**config.mk**
```make
export PLATFORM = sky130hd
export DESIGN_NAME = regfile_write_arbiter_flat
export DESIGN_NICKNAME = d
export VERILOG_FILES = /design/src/rtl/regfile_pkg.sv /design/src/rtl/regfile_write_arbiter_if.sv /design/src/rtl/rr_priority_picker.sv /design/src/rtl/regfile_write_arbiter.sv /design/src/flat_wrapper.sv
export SDC_FILE = /design/constraint.sdc
export NUM_CORES = 1
export LEC_CHECK = 0
export ABC_AREA = 1
export CORE_UTILIZATION = 30
export CTS_BUF_LIST = sky130_fd_sc_hd__clkbuf_4 sky130_fd_sc_hd__clkbuf_8
export CTS_CLUSTER_SIZE = 10
export DETAILED_ROUTE_END_ITERATION = 7
export GPL_TIMING_DRIVEN = 0
export PLACE_DENSITY = 0.73
export SYNTH_ARGS = -nofsm -noshare
export SYNTH_HDL_FRONTEND = slang
export SYNTH_SLANG_ARGS = --single-unit
```
**constraint.sdc**
```tcl
create_clock -name clk -period 2.68 [get_ports clk]
set_input_delay 0.67 -clock clk [delete_from_list [all_inputs] [get_ports clk]]
set_output_delay 0.67 -clock clk [all_outputs]
set_load 0.01 [all_outputs]
```
**src/rtl/regfile_pkg.sv**
```systemverilog
// Shared register-file constants and types for the writeback arbiter slice.
package regfile_pkg;

  localparam int unsigned REG_ADDR_W = 5;
  localparam int unsigned REG_DATA_W = 32;
  localparam logic [REG_ADDR_W-1:0] REG_ZERO = 5'd0;

  typedef logic [REG_ADDR_W-1:0] reg_idx_t;

  // Width of a pointer able to index n requesters (at least one bit).
  function automatic int unsigned ptr_w(input int unsigned n);
    return (n > 1) ? $clog2(n) : 1;
  endfunction

endpackage

```
**src/rtl/regfile_write_arbiter_if.sv**
```systemverilog
// Requester-side handshake and register-file write-port bundle for regfile_write_arbiter.
interface regfile_write_arbiter_if
  import regfile_pkg::*;
#(
  parameter int unsigned NUM_REQ = 4,
  parameter int unsigned DATA_W  = REG_DATA_W,
  parameter int unsigned ADDR_W  = REG_ADDR_W
) ();

  logic [NUM_REQ-1:0]        req_valid;
  logic [NUM_REQ*ADDR_W-1:0] req_addr;
  logic [NUM_REQ*DATA_W-1:0] req_data;
  logic [NUM_REQ-1:0]        req_ready;
  logic                      RegWrite;
  logic [ADDR_W-1:0]         WriteRegister;
  logic [DATA_W-1:0]         WriteData;
  logic                      busy;
  logic                      contention;

  modport master (
    output req_valid, req_addr, req_data,
    input  req_ready, RegWrite, WriteRegister, WriteData, busy, contention
  );

  modport slave (
    input  req_valid, req_addr, req_data,
    output req_ready, RegWrite, WriteRegister, WriteData, busy, contention
  );

endinterface

```
**src/rtl/rr_priority_picker.sv**
```systemverilog
// Combinational rotating-priority picker: first valid at or after ptr_i, wrapping.
// With ptr_i tied to zero it degenerates to lowest-index-wins.
module rr_priority_picker #(
  parameter int unsigned NUM_REQ = 4,
  parameter int unsigned PTR_W   = 2
) (
  input  logic [NUM_REQ-1:0] valid_i,
  input  logic [PTR_W-1:0]   ptr_i,
  output logic [NUM_REQ-1:0] grant_o,
  output logic [PTR_W-1:0]   idx_o,
  output logic               any_o
);

  logic [PTR_W-1:0] j;

  always_comb begin
    grant_o = '0;
    idx_o   = '0;
    any_o   = 1'b0;
    j       = '0;
    for (int unsigned k = 0; k < NUM_REQ; k++) begin
      j = PTR_W'((32'(ptr_i) + k) % NUM_REQ);
      if (!any_o && valid_i[j]) begin
        any_o      = 1'b1;
        grant_o[j] = 1'b1;
        idx_o      = j;
      end
    end
  end

endmodule

```
**src/rtl/regfile_write_arbiter.sv**
```systemverilog
// Arbitrates NUM_REQ writeback sources onto the single registered register-file write port.
// Define REGFILE_ARB_RR_EN for round-robin selection; otherwise fixed priority (lowest index).
module regfile_write_arbiter
  import regfile_pkg::*;
#(
  parameter int unsigned NUM_REQ = 4,
  parameter int unsigned DATA_W  = REG_DATA_W,
  parameter int unsigned ADDR_W  = REG_ADDR_W
) (
  input  logic                    clk,
  input  logic                    reset,
  input  logic                    stall,
  regfile_write_arbiter_if.slave  bus
);

  localparam int unsigned PTR_W = ptr_w(NUM_REQ);

  logic [PTR_W-1:0]   rr_ptr;
  logic [PTR_W-1:0]   grant_idx;
  logic [NUM_REQ-1:0] grant;
  logic               grant_any;
  logic               take;
  logic [ADDR_W-1:0]  sel_addr;
  logic [DATA_W-1:0]  sel_data;
  logic               multi_valid;

  logic               regwrite_q, regwrite_d;
  logic [ADDR_W-1:0]  wreg_q, wreg_d;
  logic [DATA_W-1:0]  wdata_q, wdata_d;
  logic               cont_q, cont_d;

`ifdef REGFILE_ARB_RR_EN
  logic [PTR_W-1:0] rr_ptr_q, rr_ptr_d;

  always_comb begin
    rr_ptr_d = rr_ptr_q;
    if (take)
      rr_ptr_d = (grant_idx == PTR_W'(NUM_REQ - 1)) ? '0 : grant_idx + 1'b1;
  end

  always_ff @(posedge clk) begin
    if (reset) rr_ptr_q <= '0;
    else       rr_ptr_q <= rr_ptr_d;
  end

  assign rr_ptr = rr_ptr_q;
`else
  assign rr_ptr = '0;
`endif

  rr_priority_picker #(
    .NUM_REQ (NUM_REQ),
    .PTR_W   (PTR_W)
  ) u_picker (
    .valid_i (bus.req_valid),
    .ptr_i   (rr_ptr),
    .grant_o (grant),
    .idx_o   (grant_idx),
    .any_o   (grant_any)
  );

  assign take        = grant_any & ~stall & ~reset;
  assign sel_addr    = bus.req_addr[grant_idx*ADDR_W +: ADDR_W];
  assign sel_data    = bus.req_data[grant_idx*DATA_W +: DATA_W];
  assign multi_valid = |(bus.req_valid & (bus.req_valid - 1'b1));

  always_comb begin
    regwrite_d = take && (sel_addr != ADDR_W'(REG_ZERO));
    wreg_d     = take ? sel_addr : wreg_q;
    wdata_d    = take ? sel_data : wdata_q;
    cont_d     = stall ? cont_q : multi_valid;
  end

  always_ff @(posedge clk) begin
    if (reset) begin
      regwrite_q <= 1'b0;
      wreg_q     <= '0;
      wdata_q    <= '0;
      cont_q     <= 1'b0;
    end else begin
      regwrite_q <= regwrite_d;
      wreg_q     <= wreg_d;
      wdata_q    <= wdata_d;
      cont_q     <= cont_d;
    end
  end

  assign bus.req_ready     = take ? grant : '0;
  // Masking with reset keeps a write already registered from reaching the register file.
  assign bus.RegWrite      = regwrite_q & ~reset;
  assign bus.WriteRegister = wreg_q;
  assign bus.WriteData     = wdata_q;
  assign bus.busy          = |bus.req_valid;
  assign bus.contention    = cont_q;

  for (genvar i = 0; i < NUM_REQ; i++) begin : g_hold
    a_valid_held: assert property (@(posedge clk) disable iff (reset)
      (bus.req_valid[i] && !bus.req_ready[i]) |=> bus.req_valid[i]);
  end

endmodule
```
**src/flat_wrapper.sv**
```systemverilog
// flat-port wrapper written by rule: the top's interface ports become plain ports
module regfile_write_arbiter_flat import regfile_pkg::*;
#(
  parameter int unsigned NUM_REQ = 4,
  parameter int unsigned DATA_W  = REG_DATA_W,
  parameter int unsigned ADDR_W  = REG_ADDR_W
)
  (clk, reset, stall, bus_req_valid, bus_req_addr, bus_req_data, bus_req_ready, bus_RegWrite, bus_WriteRegister, bus_WriteData, bus_busy, bus_contention);
  regfile_write_arbiter_if #(.NUM_REQ(NUM_REQ), .DATA_W(DATA_W), .ADDR_W(ADDR_W)) bus_i ();
  input  logic clk;
  input  logic reset;
  input  logic stall;
  input wire logic [$bits(bus_i.req_valid)-1:0] bus_req_valid;
  input wire logic [$bits(bus_i.req_addr)-1:0] bus_req_addr;
  input wire logic [$bits(bus_i.req_data)-1:0] bus_req_data;
  output wire logic [$bits(bus_i.req_ready)-1:0] bus_req_ready;
  output wire logic [$bits(bus_i.RegWrite)-1:0] bus_RegWrite;
  output wire logic [$bits(bus_i.WriteRegister)-1:0] bus_WriteRegister;
  output wire logic [$bits(bus_i.WriteData)-1:0] bus_WriteData;
  output wire logic [$bits(bus_i.busy)-1:0] bus_busy;
  output wire logic [$bits(bus_i.contention)-1:0] bus_contention;
  assign bus_i.req_valid = bus_req_valid;
  assign bus_i.req_addr = bus_req_addr;
  assign bus_i.req_data = bus_req_data;
  assign bus_req_ready = bus_i.req_ready;
  assign bus_RegWrite = bus_i.RegWrite;
  assign bus_WriteRegister = bus_i.WriteRegister;
  assign bus_WriteData = bus_i.WriteData;
  assign bus_busy = bus_i.busy;
  assign bus_contention = bus_i.contention;
  regfile_write_arbiter #(.NUM_REQ(NUM_REQ), .DATA_W(DATA_W), .ADDR_W(ADDR_W)) u_core (.clk(clk), .reset(reset), .stall(stall), .bus(bus_i));
endmodule
```
# ---- Yosys cells after proc, flatten, opt, wreduce, memory -nomap -nowiden
# Cells that the tools add are included.
dict set report totals {
  regBits 39
  output_inout_bits 44
  wordCells 36
}
dict set report op_classes {
  addsub 1
  multipliers 1
  shifts 2
  n_mux 12
  n_bitwise 6
  reduce_logical 10
}
# operator n
set ops {}
lappend ops {{128-bit by 8-bit variable part select with 32-bit output} 1}
lappend ops {{20-bit by 6-bit variable part select with 5-bit output} 1}
lappend ops {{4-bit 2-to-1 mux} 2}
lappend ops {{4-bit OR reduction} 2}
lappend ops {{1-bit 2-to-1 mux} 6}
lappend ops {{2-bit 2-to-1 mux} 3}
lappend ops {{2-bit by 3-bit multiplier with 5-bit output, second input constant} 1}
lappend ops {{5-bit nonzero test} 1}
lappend ops {{4-bit AND} 1}
lappend ops {{1-bit logical AND} 4}
lappend ops {{4-bit by 1-bit subtractor with 4-bit output, second input constant} 1}
lappend ops {{1-bit AND} 3}
lappend ops {{1-bit logical NOT} 3}
lappend ops {{3-bit 2-to-1 mux} 1}
lappend ops {{1-bit NOT} 2}

# ---- Logic depth before layout (Yosys ltp)
# Gate-level depths: netlist (run 1).
dict set report depth {
  depth_word 14
  depth_mapped 10
  depth_no_buf 9
}

# ---- By module
# Synthesis (run 1) repeated with hierarchy kept, for this count alone.
dict set report unflattened {
  cells_unflattened 480
  area_unflattened_um2 2872.8
}
# mod instances cells_per_inst area_each_um2
set by_module_without_submodules {}
lappend by_module_without_submodules {regfile_write_arbiter 1 406 2432.3}
lappend by_module_without_submodules {rr_priority_picker 1 74 440.4}

# ---- Worst setup path before layout (run 1)
# OpenSTA, ideal clock, no wires.
dict set report synth_timing {
  path_kind {input port to output port}
  startpoint {input port bus_req_valid[2]}
  endpoint {output port bus_req_ready[1]}
  t_arrival_ps 1559
  required_ps 2010
  setup_slack_ps 451
  path_stages 9
  path_buffers 1
  cell_sequence {inv_1 nand3_1 nand2_1 inv_2 nand2_2 inv_2 buf_2 nand3_1 inv_1}
}
dict set report synth_via {
  elab_chain_cells 8
}
# element line_no
set synth_lines {}
lappend synth_lines {{start: declaration} flat_wrapper.sv:13} ;# input wire logic [$bits(bus_i.req_valid)-1:0] bus_req_valid;
lappend synth_lines {{1-bit logical AND *} rr_priority_picker.sv:23} ;# if (!any_o && valid_i[j]) begin
lappend synth_lines {{1-bit 2-to-1 mux *} rr_priority_picker.sv:23}
lappend synth_lines {{1-bit logical NOT} rr_priority_picker.sv:23}
lappend synth_lines {{1-bit logical AND} rr_priority_picker.sv:23}
lappend synth_lines {{1-bit 2-to-1 mux *} rr_priority_picker.sv:23}
lappend synth_lines {{1-bit AND * (2 in a row)} regfile_write_arbiter.sv:62} ;# assign take = grant_any & ~stall & ~reset;
lappend synth_lines {{4-bit 2-to-1 mux *} regfile_write_arbiter.sv:88} ;# assign bus.req_ready = take ? grant : '0;
lappend synth_lines {{end: declaration} flat_wrapper.sv:16} ;# output wire logic [$bits(bus_i.req_ready)-1:0] bus_req_ready;
# Mark *: on every way between the ends. The rest lies on a longest branch, timed or not.

# ---- Worst setup path after layout (run 1)
dict set report layout_timing {
  startpoint {input port bus_req_valid[0]}
  endpoint {output port bus_req_ready[1]}
}
dict set report layout_via {
  elab_chain_cells 13
  elab_cells_between_ends 16
}
# element line_no
set layout_lines {}
lappend layout_lines {{1-bit 2-to-1 mux *} rr_priority_picker.sv:23}
lappend layout_lines {{1-bit logical NOT} rr_priority_picker.sv:23}
lappend layout_lines {{1-bit logical AND} rr_priority_picker.sv:23}
lappend layout_lines {{1-bit 2-to-1 mux} rr_priority_picker.sv:23}
lappend layout_lines {{1-bit logical NOT} rr_priority_picker.sv:23}
lappend layout_lines {{1-bit logical AND} rr_priority_picker.sv:23}
lappend layout_lines {{1-bit 2-to-1 mux} rr_priority_picker.sv:23}
lappend layout_lines {{1-bit logical NOT} rr_priority_picker.sv:23}
lappend layout_lines {{1-bit logical AND} rr_priority_picker.sv:23}
lappend layout_lines {{1-bit 2-to-1 mux} rr_priority_picker.sv:23}
lappend layout_lines {{1-bit AND (2 in a row)} regfile_write_arbiter.sv:62}
lappend layout_lines {{4-bit 2-to-1 mux *} regfile_write_arbiter.sv:88}
# Marked as above.

==> results of run 1 <==
registers in the layout, indices dropped and copies added (netlist names):
name,count
u_core.bus.WriteRegister,5
u_core.bus.contention,1
u_core.bus.WriteData,32
u_core.regwrite_q,1
layout make-up:
type	instances	area [um2]	area share
Clock buffer	6	82.6	0.0170
Inverter	79	307	0.0631
Tap cell	105	131	0.0270
Sequential cell	39	781	0.161
Multi-Input combinational cell	263	1390	0.287
Buffer	32	175	0.0361
Clock inverter	1	5.00	0.00103
Timing Repair Buffer	200	1980	0.408
power by group:
part	internal (mW)	total, mW	leakage, nW	switching, mW
Combinational	0.382	0.661	1.76	0.278
Clock	0.202	0.410	0.0470	0.207
Sequential	0.629	0.652	0.325	0.0234
cells in the final DEF, fill, tap and decap left out, drive strengths merged, types with 11 or more instances in the layout:
master	synthesis	layout
nand2	59	59
nand3	24	24
a31oi	30	30
clkbuf	12	19
dfxtp	39	39
o211ai	39	39
o21ai	64	64
a21oi	34	34
inv	79	79
buf	21	23
nor2	11	11
clkdlybuf4s50	0	189
what timing repair did:
action	CTS	global route
cloned	0	0
buffers inserted	1	1
hold buffers	0	0
endpoints found under the setup margin	5	2
resized for setup	17	4
pin swaps	0	1
path summary, 6_finish.rpt:
kind,startpoint,to,slack [ps],cells after the start
worst max-delay path,bus_req_valid[0],bus_req_ready[1],90,10
worst min register to register,u_core.bus.WriteRegister[0],u_core.bus.WriteRegister[0],510,2
worst max register to register,u_core.bus.WriteData[21],u_core.bus.WriteData[21],1990,2
worst min-delay path,u_core.bus.WriteRegister[0],u_core.bus.WriteRegister[0],510,2
metal layers:
| layer | track usage | vias to the layer above |
|---|---|---|
| li1 | - | 1818 |
| met1 | 0.281 | 1647 |
| met2 | 0.420 | 146 |
| met3 | 0.0411 | 6 |
| met4 | 0.0485 | 0 |
| met5 | 0 | - |
stage by stage:
stage                     power (mW)  hold slack [ps]
after floorplan                0.923              530
after global placement          1.32              494
after detailed placement        1.32              489
after CTS                       1.74              514
after global routing            1.82              556
final                           1.72              513
logic make-up after synthesis:
logic type,after synthesis,share of synthesized area
flip-flops,39,0.295
AND/OR/NAND/NOR,95,0.154
AO/OA/AOI/OAI,168,0.371
buffers and inverters,112,0.180
Yosys cell counts (4+ instances only):
| cell type | instances | area [um2] |
|---|---|---|
| o21ai_0 | 61 | 305 |
| nor2_1 | 10 | 37.5 |
| buf_2 | 15 | 75.1 |
| a31oi_1 | 30 | 188 |
| inv_1 | 74 | 278 |
| nand3_1 | 23 | 115 |
| buf_6 | 4 | 45.0 |
| nand2_1 | 57 | 214 |
| a21oi_1 | 34 | 170 |
| inv_2 | 5 | 18.8 |
| clkbuf_1 | 12 | 45.0 |
| o211ai_1 | 39 | 293 |
| dfxtp_1 | 39 | 781 |
worst reg2reg max path, delay by kind of cell (launching register included):
| kind | cells | cell delay (ps) |
|---|---|---|
| AOI/OAI and AO/OA | 2 | 280 |
| DFF | 1 | 330 |
==> reports/metrics.cfg, run 1 <==
[routing]
drt-vias-per-instance = 4.99
routed-wl-met2_mm = 5.28
vias = 3617
drt_iter0_drc = 108
drc_errors = 0
drt-total-wl_mm = 10.9
top_layer_used = met4
postRouteAntennaNets = 0
wl_met1_mm = 4.58
drtPass1Iterations = 4
met3WireLength_um = 921
wire_per_inst_um = 15.0

[timing]
fin_crit_ps = 2590
clock_skew_ps = 0
hold_viol = 0
setup_viol = 0
slew_violations = 0
fin_tns_setup_ps = 0
slew_headroom = 0.680
worstMarginPinSlew_ps = 480
worst_slack_ps = 94.7
max_freq_mhz = 387
min_period_over_period = 0.965

[floorplanning]
die-area_um2 = 9200
dieWidth_um = 95.9
die_h_um = 95.9
core_area_um2 = 8380
pin_count = 199
initial_core_util = 0.316
placementRows = 33

[global_routing]
antenna_found_initial = 0
grtUsageTotal = 0.230
grt_max_degree = 18
grt_overflow = 0
grt_pass1_vias = 3454
grt_pass1_wl_mm = 16.4

[logic_synthesis]
yosys_warnings = 0
async_flop_share = 0
synth_nets = 569
syn_inst = 414
synth-edff-count = 0
synth.avg_cell_area_um2 = 6.39
synth_seq_cells = 39
netlist-cell-type-count = 21
synth_seq_area_share = 0.295
syn-cell-area_um2 = 2650
synth_flop_cell = dfxtp_1

[layout]
stdcell_area_um2 = 4860
post-route-util = 0.579
layout-drive-gt1-share = 0.0677
final_nets = 775
n_fill_cell = 777
area_delta_synth_final_pct = 83.5
diodes = 0
finalNonFillerCells = 725

[worst_setup_path]
crit_required_ps = 2010
critPathMaxFanout = 5
crit_chain = dlygate4sd2_1, nor2_4, nand3_1, nand2_1, inv_2, nand2_4, inv_8, nand3_1, inv_1, dlygate4sd2_1
crit_path_end_kind = primary output
crit_slowest_cell = dlygate4sd2_1
crit_family = buffers and inverters
startpoint_type = input pin
worst-path-buf-inv = 5
critPathKind = in2out
critPathArrivalTime_ps = 1920
critPathMaxStageDelay_ps = 300

[cts]
cts_buffer_depth = 2
h-tree-depth = 2
clock_latency_ps = 280
cts_root_buf = clkbuf_8
cts_buffers = 5
cts_tree = built
clkTransAtPathRegs_ps = 80
clock-sinks = 39

[outcome]
status = complete, no violations

[power]
power_leakage_nw = 2.13
power_density_nw_per_um2 = 355
vdd_ir_drop_max_v = 0.000236

[place]
dp_hpwl_mm = 8.35
gp_congestion = 0.833
placed_cells = 717
portBuffers = 198
post-place-ws_ps = -868
place_area_um2 = 4760

[hold_path]
min_path_type = reg2reg

[flow_run]
cap_violations = 0

(Power assumes the default switching activity.)
==> run 2: changes to the inputs <==
--- a/config.mk
+++ b/config.mk
@@ -12,6 +12,8 @@
 export DETAILED_ROUTE_END_ITERATION = 7
 export GPL_TIMING_DRIVEN = 0
 export PLACE_DENSITY = 0.73
+export SETUP_SLACK_MARGIN = 0.2
+export SKIP_CTS_REPAIR_TIMING = 1
 export SYNTH_ARGS = -nofsm -noshare
 export SYNTH_HDL_FRONTEND = slang
 export SYNTH_SLANG_ARGS = --single-unit
==> constraint.sdc (replaced) <==
create_clock -name clk -period 3.3 [get_ports clk]
set_input_delay 0.825 -clock clk [delete_from_list [all_inputs] [get_ports clk]]
set_output_delay 0.825 -clock clk [all_outputs]
set_load 0.01 [all_outputs]
==> run 2 against run 1 <==
Compared with the run above: first-iteration DRC count fell by 5.6%; design area up 1.6%; flip-flop and latch count is the same; total power fell by 18%; clock skew stayed put; core utilization is 0.91 points higher.
==> reports/metrics.cfg, run 2 (same netlist as run 1, synthesis figures left out) <==
[global_routing]
grt_pass1_wl_mm = 16.4  ; about the same
antenna_found_initial = 0  ; unchanged
grt_max_degree = 12  ; was 18
grt_overflow = 0  ; unchanged
grtUsageTotal = 0.230  ; about the same
grt_pass1_vias = 3462  ; was 3,454

[worst_setup_path]
r2r_end = u_core.bus.WriteData[21]  ; unchanged
critPathMaxStageDelay_ps = 580  ; was 300 ps
startpoint_type = input pin  ; unchanged
cp-endpoint = bus_req_ready[1]  ; unchanged
critPathKind = in2out  ; unchanged
critPathMaxFanout = 10  ; was 5
crit_required_ps = 2470  ; was 2010 ps
worstReg2RegStart = u_core.bus.WriteData[21]  ; unchanged
critPathArrivalTime_ps = 2100  ; was 1920 ps
crit_path_end_kind = primary output  ; unchanged
r2r_cells = 2  ; unchanged
crit_chain = clkdlybuf4s50_1, inv_4, nand2_4, clkinv_4, buf_6, nand3_1, inv_1, dlymetal6s2s_1  ; was dlygate4sd2_1, nor2_4, nand3_1, nand2_1, inv_2, nand2_4, inv_8, nand3_1, inv_1, dlygate4sd2_1
r2r_setup_slack_ps = 2610  ; was 1990 ps
startpoint = reset  ; was bus_req_valid[0]
crit_slowest_cell = clkdlybuf4s50_1  ; was dlygate4sd2_1

[layout]
finalNonFillerCells = 729  ; was 725
stdcell_area_um2 = 4930  ; was 4860 um2
area_delta_synth_final_pct = 86.4  ; was 83.5%
final_common_cell = clkdlybuf4s50_1  ; unchanged
final_cell_mix = clkdlybuf4s50_1, inv_1, o21ai_0  ; unchanged
n_fill_cell = 772  ; was 777
layout-drive-gt1-share = 0.0753  ; was 0.0677
diodes = 0  ; unchanged
final_nets = 779  ; was 775
largest_reg_flops = 32  ; unchanged

[hold_path]
min_from = u_core.bus.WriteRegister[0]  ; unchanged
min_path_type = reg2reg  ; unchanged

[cts]
cts_buffers = 5  ; unchanged
cts_buffer_depth = 2  ; unchanged
clock-sinks = 39  ; unchanged
cts_root_buf = clkbuf_8  ; unchanged
clkTransAtPathRegs_ps = 80  ; about the same
cts_tree = built  ; unchanged
clock_latency_ps = 280  ; about the same
h-tree-depth = 2  ; unchanged

[routing]
drt-vias-per-instance = 4.97  ; was 4.99
drt-total-wl_mm = 10.9  ; about the same
drtPass1Iterations = 5  ; was 4
vias = 3621  ; was 3,617
postRouteAntennaNets = 0  ; unchanged
wire_per_inst_um = 15.0  ; about the same
drt_iter0_drc = 102  ; was 108
drc_errors = 0  ; unchanged

[power]
seq_power_share = 0.376  ; was 0.379
clock_power_share = 0.237  ; was 0.238
p_comb_frac = 0.388  ; was 0.384
vdd_ir_drop_max_v = 0.000194  ; was 0.000236 V
power_density_nw_per_um2 = 286  ; was 355 nW/um2
power.switching_mw = 0.418  ; was 0.509 mW
p_sw_frac = 0.297  ; was 0.296
power_leakage_nw = 2.21  ; was 2.13 nW
power.internal_mw = 0.991  ; was 1.21 mW
power_mw = 1.41  ; was 1.72 mW

[timing]
max_freq_mhz = 342
fin_crit_ps = 2920
slew_headroom = 0.663  ; was 0.680
worstMarginPinSlew_ps = 505  ; was 480 ps
rsz0062_at_grt = no
clock_skew_ps = 0  ; unchanged
slew_violations = 0  ; unchanged
hold_viol = 0  ; unchanged
setup_viol = 0  ; unchanged
min_period_over_period = 0.885

[flow_run]
cap_violations = 0  ; unchanged

[place]
dp_hpwl_mm = 8.35  ; unchanged
portBuffers = 198  ; unchanged
gp_congestion = 0.833  ; unchanged
placed_cells = 717  ; unchanged
place_area_um2 = 4760  ; unchanged

[outcome]
status = complete, no violations  ; unchanged

[floorplanning]
die_h_um = 95.9  ; unchanged
pin_count = 199  ; unchanged
initial_core_util = 0.316  ; unchanged
core_area_um2 = 8380  ; unchanged
dieWidth_um = 95.9  ; unchanged
die-area_um2 = 9200  ; unchanged
placementRows = 33  ; unchanged

==> run 2: cell count changes in the layout (fill, tap and decap cells not counted), sizes merged <==
cell	previous run	this run
dlygate4sd2	6	0
dlymetal6s2s	1	6
buf	23	27
clkdlybuf4s50	189	190
clkinv	1	2
inv	79	78
==> run 2: stage by stage <==
step           hold WS, ps  TNS, ps  worst slack, ps   util
2_1_floorplan          530        0              761      -
3_3_place_gp           494     -991             -575  0.568
3_5_place_dp           489     -969             -558  0.568
4_1_cts                513    -1020             -572  0.578
5_1_grt                552        0              269  0.589
6_report               510        0              379  0.589
==> run 2: layer usage <==
| layer | track usage | vias up | routed length, um |
|---|---|---|---|
| met5 | 0 | - | 0 |
| met4 | 0.0485 | 0 | 89 |
| met3 | 0.0427 | 6 | 830 |
| met2 | 0.416 | 146 | 5410 |
| met1 | 0.281 | 1647 | 4620 |
| li1 | - | 1822 | - |
==> run 2: worst max-delay path, delay by kind of cell <==
family | cells | cell delay [ps]
AND/OR/NAND/NOR | 2 | 190
buffers and inverters | 6 | 1070
==> run 2: cell type report <==
cell class,instances,area (um2),share of cell area
Inverter,79,304,0.0616
Clock buffer,6,82.6,0.0167
Sequential cell,39,781,0.158
Tap cell,105,131,0.0266
Multi-Input combinational cell,263,1420,0.287
Buffer,33,189,0.0383
Timing Repair Buffer,203,2020,0.410
Clock inverter,1,5.00,0.00101
==> run 2: power by group through the flow <==
stage | clock [mW] | combinational [mW] | sequential, mW
after floorplan | 0 | 0.192 | 0.557
after global placement | 0 | 0.529 | 0.539
after detailed placement | 0 | 0.536 | 0.539
after CTS | 0.344 | 0.539 | 0.529
after global routing | 0.362 | 0.594 | 0.534
final | 0.334 | 0.546 | 0.529
==> run 2: worst min path at each step <==
stage                                  endpoint  slack (ps)  cells after the start
global placement    u_core.bus.WriteRegister[0]         490                      2
floorplan           u_core.bus.WriteRegister[0]         530                      2
finish              u_core.bus.WriteRegister[0]         510                      2
global route        u_core.bus.WriteRegister[2]         550                      2
CTS                 u_core.bus.WriteRegister[0]         510                      2
detailed placement  u_core.bus.WriteRegister[0]         490                      2
==> run 3: changes to the inputs <==
--- a/config.mk
+++ b/config.mk
@@ -6,11 +6,13 @@
 export NUM_CORES = 1
 export LEC_CHECK = 0
 export ABC_AREA = 1
+export CORE_MARGIN = 4
 export CORE_UTILIZATION = 30
 export CTS_BUF_LIST = sky130_fd_sc_hd__clkbuf_4 sky130_fd_sc_hd__clkbuf_8
 export CTS_CLUSTER_SIZE = 10
 export DETAILED_ROUTE_END_ITERATION = 7
 export GPL_TIMING_DRIVEN = 0
+export HOLD_SLACK_MARGIN = 0.1
 export PLACE_DENSITY = 0.73
 export SETUP_SLACK_MARGIN = 0.2
 export SKIP_CTS_REPAIR_TIMING = 1
==> run 3 against run 2 <==
Compared with the run above: critical path depth increased by 3; first-iteration DRC count rose by 22%; die area grew 13%; design area about the same; global-route usage down 2.2 points; sequential power is essentially flat; total power is 5.7% higher; wire length up 4.3%; combinational power is 0.7% lower; critical endpoint unchanged.
==> reports/metrics.cfg, run 3 (same netlist as run 1, synthesis figures left out) <==
[place]
place_area_um2 = 4760  ; about the same
gp_congestion = 0.905  ; was 0.833
post-place-ws_ps = -585  ; was -558 ps
portBuffers = 198  ; unchanged
placed_cells = 720  ; was 717
dp_hpwl_mm = 8.93  ; was 8.35 mm

[worst_setup_path]
crit_slowest_cell = clkdlybuf4s50_1  ; unchanged
crit_family = buffers and inverters  ; unchanged
critPathMaxFanout = 10  ; unchanged
critPathArrivalTime_ps = 2310  ; was 2100 ps
startpoint_type = input pin  ; unchanged
critPathKind = in2out  ; unchanged
worstReg2RegStart = u_core.bus.WriteData[31]  ; was u_core.bus.WriteData[21]
critPathMaxStageDelay_ps = 500  ; was 580 ps
startpoint = bus_req_valid[2]  ; was reset
worst-path-buf-inv = 7  ; was 6
crit_chain = clkdlybuf4s50_1, inv_1, nand3_1, nand2_1, inv_2, nand2_4, clkinv_4, buf_6, nand3_1, inv_1, dlymetal6s2s_1  ; was clkdlybuf4s50_1, inv_4, nand2_4, clkinv_4, buf_6, nand3_1, inv_1, dlymetal6s2s_1
crit_required_ps = 2470  ; about the same
crit_path_end_kind = primary output  ; unchanged

[global_routing]
grt_util_met2 = 0.372  ; was 0.416
grt_pass1_wl_mm = 17.3  ; was 16.4 mm
grt-busiest-layer = met2  ; unchanged
grt_max_degree = 13  ; was 12
antenna_found_initial = 0  ; unchanged
grt_util_met1 = 0.251  ; was 0.281
met3_usage = 0.0539  ; was 0.0427
grtUsageTotal = 0.208  ; was 0.230
grt_overflow = 0  ; unchanged
grt_pass1_vias = 3637  ; was 3,462

[power]
power_density_nw_per_um2 = 302  ; was 286 nW/um2
p_comb_frac = 0.364  ; was 0.388
power_leakage_nw = 2.21  ; about the same
power.switching_mw = 0.420  ; was 0.418 mW
clock_power_share = 0.280  ; was 0.237
p_sw_frac = 0.282  ; was 0.297
power.internal_mw = 1.07  ; was 0.991 mW
seq_power_share = 0.356  ; was 0.376
power_mw = 1.49  ; was 1.41 mW
vdd_ir_drop_max_v = 0.000223  ; was 0.000194 V

[routing]
postRouteAntennaNets = 0  ; unchanged
drt-vias-per-instance = 5.11  ; was 4.97
drt-total-wl_mm = 11.4  ; was 10.9 mm
drtPass1Iterations = 5  ; unchanged
drt_iter0_drc = 124  ; was 102
wire_per_inst_um = 15.6  ; was 15.0 um
vias = 3734  ; was 3,621
drc_errors = 0  ; unchanged

[floorplanning]
dieWidth_um = 102  ; was 95.9 um
pin_count = 199  ; unchanged
placementRows = 34  ; was 33
initial_core_util = 0.306  ; was 0.316
die_h_um = 102  ; was 95.9 um
core_area_um2 = 8640  ; was 8380 um2
die-area_um2 = 10400  ; was 9200 um2

[flow_run]
cap_violations = 0  ; unchanged

[layout]
final_cell_mix = clkdlybuf4s50_1, inv_1, o21ai_0  ; unchanged
regArea_um2 = 781  ; unchanged
final_common_cell = clkdlybuf4s50_1  ; unchanged
area_delta_synth_final_pct = 86.5  ; was 86.4%
stdcell_area_um2 = 4940  ; was 4930 um2
diodes = 0  ; unchanged
multi_input_area_um2 = 1400  ; was 1420 um2
layout-drive-gt1-share = 0.0706  ; was 0.0753
finalNonFillerCells = 731  ; was 729
largest_reg_flops = 32  ; unchanged
n_fill_cell = 842  ; was 772
final_nets = 777  ; was 779
post-route-util = 0.572  ; was 0.589

[timing]
fin_crit_ps = 3130  ; was 2920 ps
max_freq_mhz = 319  ; was 342 MHz
fin_tns_setup_ps = 0  ; unchanged
slew_headroom = 0.682  ; was 0.663
setup_viol = 0  ; unchanged
hold_viol = 0  ; unchanged
worst_slack_ps = 170  ; was 379 ps
rsz0062_at_grt = yes  ; was no
worstMarginPinSlew_ps = 477  ; was 505 ps
clock_skew_ps = 0  ; unchanged
slew_violations = 0  ; unchanged
min_period_over_period = 0.949  ; was 0.885
hold_ws_ps = 505  ; was 510 ps

[hold_path]
min_path_type = reg2reg  ; unchanged
min_from = u_core.bus.WriteRegister[0]  ; unchanged

[cts]
cts_root_buf = clkbuf_8  ; unchanged
cts_buffer_depth = 2  ; unchanged
cts_buffers = 5  ; unchanged
clock-sinks = 39  ; unchanged
clock_latency_ps = 280  ; about the same
clkTransAtPathRegs_ps = 80  ; about the same
h-tree-depth = 2  ; unchanged
cts_tree = built  ; unchanged

[outcome]
status = complete, no violations  ; unchanged

==> run 3: changes by cell type in the layout (fill, tap and decap cells not counted), sizes merged <==
cell and delta:
clkbuf -1, bufinv +1, clkdlybuf4s50 +1, buf -2
==> run 3: final timing paths <==
kind,end,slack [ps],depth (start not counted)
setup / recovery,bus_req_ready[1],170,11
hold / removal,u_core.bus.WriteRegister[0],500,2
setup reg to reg,u_core.bus.WriteData[31],2620,2
hold reg to reg,u_core.bus.WriteRegister[0],500,2
==> run 3: power by group through the flow <==
| stage | clock, mW | combinational, mW | sequential (mW) |
|---|---|---|---|
| floorplan | 0 | 0.192 | 0.557 |
| global route | 0.453 | 0.590 | 0.535 |
| global placement | 0 | 0.529 | 0.539 |
| detailed placement | 0 | 0.537 | 0.541 |
| finish | 0.417 | 0.542 | 0.531 |
| CTS | 0.430 | 0.539 | 0.530 |
==> run 3: layout make-up <==
class                      count  share of cell area
tap                          108              0.0274
timing repair buffer         201               0.408
multi-input combinational    263               0.284
clock buffer                   6              0.0167
buffer                        33              0.0378
sequential                    39               0.158
inverter                      79              0.0611
clock inverter                 2             0.00710
==> run 3: routing by layer <==
| layer | share of wire | up-vias |
|---|---|---|
| li1 | - | 1823 |
| met1 | 0.41 | 1736 |
| met2 | 0.49 | 161 |
| met3 | 0.089 | 14 |
| met4 | 0.010 | 0 |
| met5 | 0 | - |
==> run 3: worst min-delay path, delay by kind of cell (launching register included) <==
family,cells,cell delay [ps]
buffers and inverters,1,50
flip-flops,1,330
AO/OA/AOI/OAI,1,100
